### src/rtl/vector_norm_engine.sv
// Streams a vector from memory and reduces it to a sum of squares,
// sum of magnitudes or peak magnitude, saturating on overflow.
module vector_norm_engine #(
    parameter int WORD_W = 24,
    parameter int LEN_W  = 8,
    parameter int ADDR_W = 9,
    parameter int ACC_W  = 48
) (
    input  logic              clk,
    input  logic              rst,
    input  logic              start,
    input  logic [ADDR_W-1:0] base,
    input  logic [LEN_W-1:0]  len,
    input  logic [1:0]        mode,
    output logic              rd_en,
    output logic [ADDR_W-1:0] rd_addr,
    input  logic [WORD_W-1:0] rd_data,
    output logic [ACC_W-1:0]  result,
    output logic              ovf,
    output logic [LEN_W-1:0]  count,
    output logic              busy,
    output logic              done,
    output logic [1:0]        state
);

    typedef enum logic [1:0] {
        IDLE  = 2'b00,
        FETCH = 2'b01,
        DRAIN = 2'b10,
        DONE  = 2'b11
    } state_t;

    state_t cur, nxt;

    logic [ADDR_W-1:0]   base_r;
    logic [LEN_W-1:0]    len_r;
    logic [LEN_W-1:0]    idx;
    logic [1:0]          mode_r;
    logic [ACC_W-1:0]    acc;
    logic [ACC_W-1:0]    acc_nxt;
    logic                ovf_nxt;
    logic                pend;
    logic [WORD_W-1:0]   mag;
    logic [2*WORD_W-1:0] sq;
    logic [ACC_W-1:0]    term;
    logic [ACC_W:0]      sum;

    // Unsigned magnitude: the most-negative input maps to 2^(WORD_W-1).
    assign mag  = rd_data[WORD_W-1]
                ? (~rd_data + {{(WORD_W-1){1'b0}}, 1'b1})
                : rd_data;
    assign sq   = {{WORD_W{1'b0}}, mag} * {{WORD_W{1'b0}}, mag};
    assign term = (mode_r == 2'b01) ? ACC_W'(mag) : ACC_W'(sq);
    assign sum  = {1'b0, acc} + {1'b0, term};

    always_comb begin
        acc_nxt = acc;
        ovf_nxt = ovf;
        if (mode_r == 2'b10) begin
            acc_nxt = (ACC_W'(mag) > acc) ? ACC_W'(mag) : acc;
        end else if (ovf || sum[ACC_W]) begin
            acc_nxt = '1;
            ovf_nxt = 1'b1;
        end else begin
            acc_nxt = sum[ACC_W-1:0];
        end
    end

    always_comb begin
        nxt = cur;
        unique case (cur)
            IDLE:  if (start) nxt = (len == '0) ? DONE : FETCH;
            FETCH: if (idx == len_r - LEN_W'(1)) nxt = DRAIN;
            DRAIN: nxt = DONE;
            DONE:  nxt = IDLE;
        endcase
    end

    assign state   = cur;
    assign busy    = (cur != IDLE);
    assign done    = (cur == DONE);
    assign rd_en   = (cur == FETCH);
    assign rd_addr = rd_en ? base_r + ADDR_W'(idx) : '0;

    // pend marks a read issued last cycle whose data is on rd_data now.
    always_ff @(posedge clk or posedge rst) begin
        if (rst) begin
            cur    <= IDLE;
            base_r <= '0;
            len_r  <= '0;
            mode_r <= '0;
            idx    <= '0;
            acc    <= '0;
            result <= '0;
            ovf    <= 1'b0;
            count  <= '0;
            pend   <= 1'b0;
        end else begin
            cur  <= nxt;
            pend <= (cur == FETCH);
            if (cur == IDLE && start) begin
                base_r <= base;
                len_r  <= len;
                mode_r <= mode;
                idx    <= '0;
                acc    <= '0;
                ovf    <= 1'b0;
                count  <= '0;
                if (len == '0) result <= '0;
            end
            if (cur == FETCH) idx <= idx + LEN_W'(1);
            if (pend) begin
                acc   <= acc_nxt;
                ovf   <= ovf_nxt;
                count <= count + LEN_W'(1);
            end
            if (pend && cur == DRAIN) result <= acc_nxt;
        end
    end

endmodule

### config.mk
export PLATFORM = sky130hd
export DESIGN_NAME = vector_norm_engine
export DESIGN_NICKNAME = d
export VERILOG_FILES = /design/src/rtl/vector_norm_engine.sv
export SDC_FILE = /design/constraint.sdc
export NUM_CORES = 2
export LEC_CHECK = 0
export BUFFER_PORTS_ARGS = -buffer_cell sky130_fd_sc_hd__buf_4
export CAP_MARGIN = 20
export CELL_PAD_IN_SITES_DETAIL_PLACEMENT = 0
export CELL_PAD_IN_SITES_GLOBAL_PLACEMENT = 1
export CORE_ASPECT_RATIO = 0.75
export CORE_MARGIN = 3
export CORE_UTILIZATION = 46
export CTS_BUF_LIST = sky130_fd_sc_hd__clkbuf_8
export DETAILED_ROUTE_END_ITERATION = 7
export PLACE_DENSITY = 0.88
export SLEW_MARGIN = 20
export SYNTH_ARGS = -nofsm -noshare
export SYNTH_HDL_FRONTEND = slang
export SYNTH_SLANG_ARGS = --single-unit
### constraint.sdc
create_clock -name clk -period 5.22 [get_ports clk]
set_clock_uncertainty 0.1 [all_clocks]
set_input_delay 1.566 -clock clk [delete_from_list [all_inputs] [get_ports clk]]
set_output_delay 1.566 -clock clk [all_outputs]
set_load 0.05 [all_outputs]
==> impl_results.md <==
- Synth async-reset ratio: 1.000
- Top Usage Layer GRT: met2
- Die Ht: 214.8 um
- Predominant post-synthesis flop cell: dfrtp_1
- RR Startpoint: mode_r[0]$_DFFE_PP0P_
- R2R cell count: 18
- Post-synth EDFFs: 0
- Multi-input logic area: 0.02181 mm2
- Ranking of synthesized cells by area: fa_1 (32%), dfrtp_1 (13%), ha_1 (12%)
- Critical path class: input pin to flip-flop
- Avg Inst Size Synth: 8.573 um2
- CP Max Fanout: 6
- CP max stage delay: 0.54 ns
- #FFs+latches synth: 135
- Register area: 0.003378 mm2
- CTS Buf Count: 17
- Total track usage: 0.2728
- Worst path most repeated cell: fa_1
- Yosys warns: 0
- Synth top area share: 0.3190
- IO Port Bufs: 116
- Seq/Total Area, Yosys: 0.1264
- M3 GR Usage: 0.04290
- Slew headroom: 0.2445
- Cell taking the most area after synthesis: fa_1
- FF-to-FF End: result[34]$_DFFE_PP0P_
- Final slew viol count: 0
- Die Area: 0.06107 mm2
- Core Region: 0.05668 mm2
- Achievable Freq: 0.08438 GHz
- Layout fillers: 4824
- Slowest-stage cell, CP: fa_1
- # H-tree levels: 4
- Clock Tree Buf Depth: 2
- CP arrival: 12.11 ns
- Starting Density: 0.4716
- DRT iter0 DRCs: 2001
- Synth top cells by count: inv_1 (648), fa_1 (426), nand2_1 (353)
- Buf/Inv on CP: 12
- Hpwl dp: 68190 um
- ANT cells: 0
- RSZ-0062 raised after global routing: true
- Initial antenna violation count: 0
- Critical Path Source Type: input pin
- Die width: 284.4 um
- Clk_lat worst skew: 0.48 ns
- Crit share post-route: 2.270
- GRT overflow: 0
- Hold_sp: result[47]$_DFFE_PP0P_
- DRC: 0
- Worst setup EP type: flip-flop
- Post-Synthesis Cells: 3118
- Largest net degree at the start of global routing: 96
- Outcome: finished with violations
- Drt first pass iters: 6
- Required time of the critical path: 5.48 ns
- Vias per cell: 5.316
- Via Count: 24.26k
- Synth-to-Final Area Change: 31.21%
- Routed len/inst: 18.25 um
- Placed insts: 4501
- Worst-margin pin slew: 1.130 ns
- Final wirelength: 83280 um
- Final worst-path setup slack: -6.632 ns
- Clock slew at reported path FFs: 0.08 ns
- Max-cap viol count: 0
- Fraction of layout cells with a size suffix above 1: 0.2697
- Reg2Reg Setup Slack: 1.07 ns
- Routed Antenna Nets: 0
- Hold Vio Cnt, Final: 0
- Final cell count without fillers: 4563
- RD Place Congestion: 0.9674
- # clock sinks: 135
- Hold Path Stages: 2
- Hold endpoint: result[47]$_DFFE_PP0P_
- Hold Path Class: flip-flop to flip-flop
- CTS Root Cell: clkbuf_8
- Final period demand of the worst path: 11.85 ns
- Synth unique cells: 76
- Rows: 75
- Final nets: 4509
- CTS tree: built
- Grt met2 use: 0.4360
- TNS Setup: -634.61 ns
- Vias in the first global route: 24.58k
- IO Count: 117
- CP delay by family, top: adder cells
- Grt met1 use: 0.3903
- Most numerous cell in the Yosys netlist: inv_1
- Failing checks: setup timing
- Netlist Area Pre-Place: 0.02673 mm2
- Final setup violation count: 97
- First-pass GRT wire length: 132600 um
==> per-stage QoR <==
stage	utilization	hold WS [ns]	cell area (um2)	setup slack [ns]
floorplan	-	0.3862	27390	-6.603
finish	0.6189	0.3864	35080	-6.632
global placement	0.5893	0.3554	33400	-7.197
CTS	0.6115	0.3904	34660	-6.604
detailed placement	0.5893	0.3642	33400	-7.382
global route	0.6189	0.4048	35080	-6.988
==> state kept, by name, summed over array words and instances, names as in the netlist <==
register and cells:
result 48, state 2, count 8, pend 1, acc 48, ovf 1
len_r 8, mode_r 2, idx 8, base_r 9
==> logic make-up after synthesis <==
group / after synthesis / share of synthesized area
AOI/OAI and AO/OA: 557 / 0.1326
buffers and inverters: 784 / 0.1105
other: 2 / 0.0002809
and+or+nand+nor: 777 / 0.1271
DFF: 135 / 0.1264
muxes: 49 / 0.01924
xor gates and xnor gates: 131 / 0.04461
adders and majority gates: 683 / 0.4393
==> worst max path at each step <==
stage | from | endpoint | slack, ns | cells past startpoint
6_report | rd_data[5] | result[40]$_DFFE_PP0P_ | -6.63 | 44
4_1_cts | rd_data[5] | result[40]$_DFFE_PP0P_ | -6.60 | 46
3_5_place_dp | rd_data[6] | result[1]$_DFFE_PP0P_ | -7.38 | 41
5_1_grt | rd_data[5] | result[37]$_DFFE_PP0P_ | -6.99 | 46
3_3_place_gp | rd_data[6] | acc[31]$_DFFE_PP0P_ | -7.20 | 41
2_1_floorplan | rd_data[6] | result[25]$_DFFE_PP0P_ | -6.60 | 41
==> final cells by class <==
cell class	count	share of cell area
Clock inverter	15	0.005743
Clock buffer	17	0.006670
Multi-Input combinational cell	2214	0.6217
Sequential cell	135	0.09631
Tap cell	770	0.02747
Inverter	659	0.07120
Timing Repair Buffer	753	0.1709
==> per-layer routing <==
metal	wire length, um	up-vias
met3	5875	145
li1	-	11270
met2	38490	833
met4	2150	0
met1	36760	12010
met5	0	-
==> tightest hold or removal path: stages (launching register included) <==
cell     delay, ns
dfrtp_1       0.35
nand2_1       0.05
nand2_1       0.06
==> repair_timing <==
action | in CTS | in global routing
hold buffers | 0 | 0
cloned | 4 | 1
setup endpoints to repair | 97 | 97
resized for setup | 131 | 60
buffers inserted | 16 | 11
pin swaps | 40 | 44
==> cells in the final DEF (no fill, tap or decap), types with 17 or more instances in the layout <==
cell type,n
and3_1,31
mux2i_1,30
o21ai_1,21
conb_1,17
o211ai_1,19
o21bai_1,17
nand4_1,29
xnor2_1,71
xor2_1,45
clkbuf_8,17
a21oi_1,151
nor2_1,216
a21oi_2,25
buf_4,718
nand3_1,33
mux2_2,19
fa_1,420
dfrtp_1,135
a32o_1,21
a31o_4,18
o21ai_0,101
nand2_4,25
ha_1,246
a21o_1,46
nand2_1,320
inv_1,640
Power is left out: the tool's default activity adds up to more than one toggle a clock period on the data nets, which glitch-free logic cannot reach.
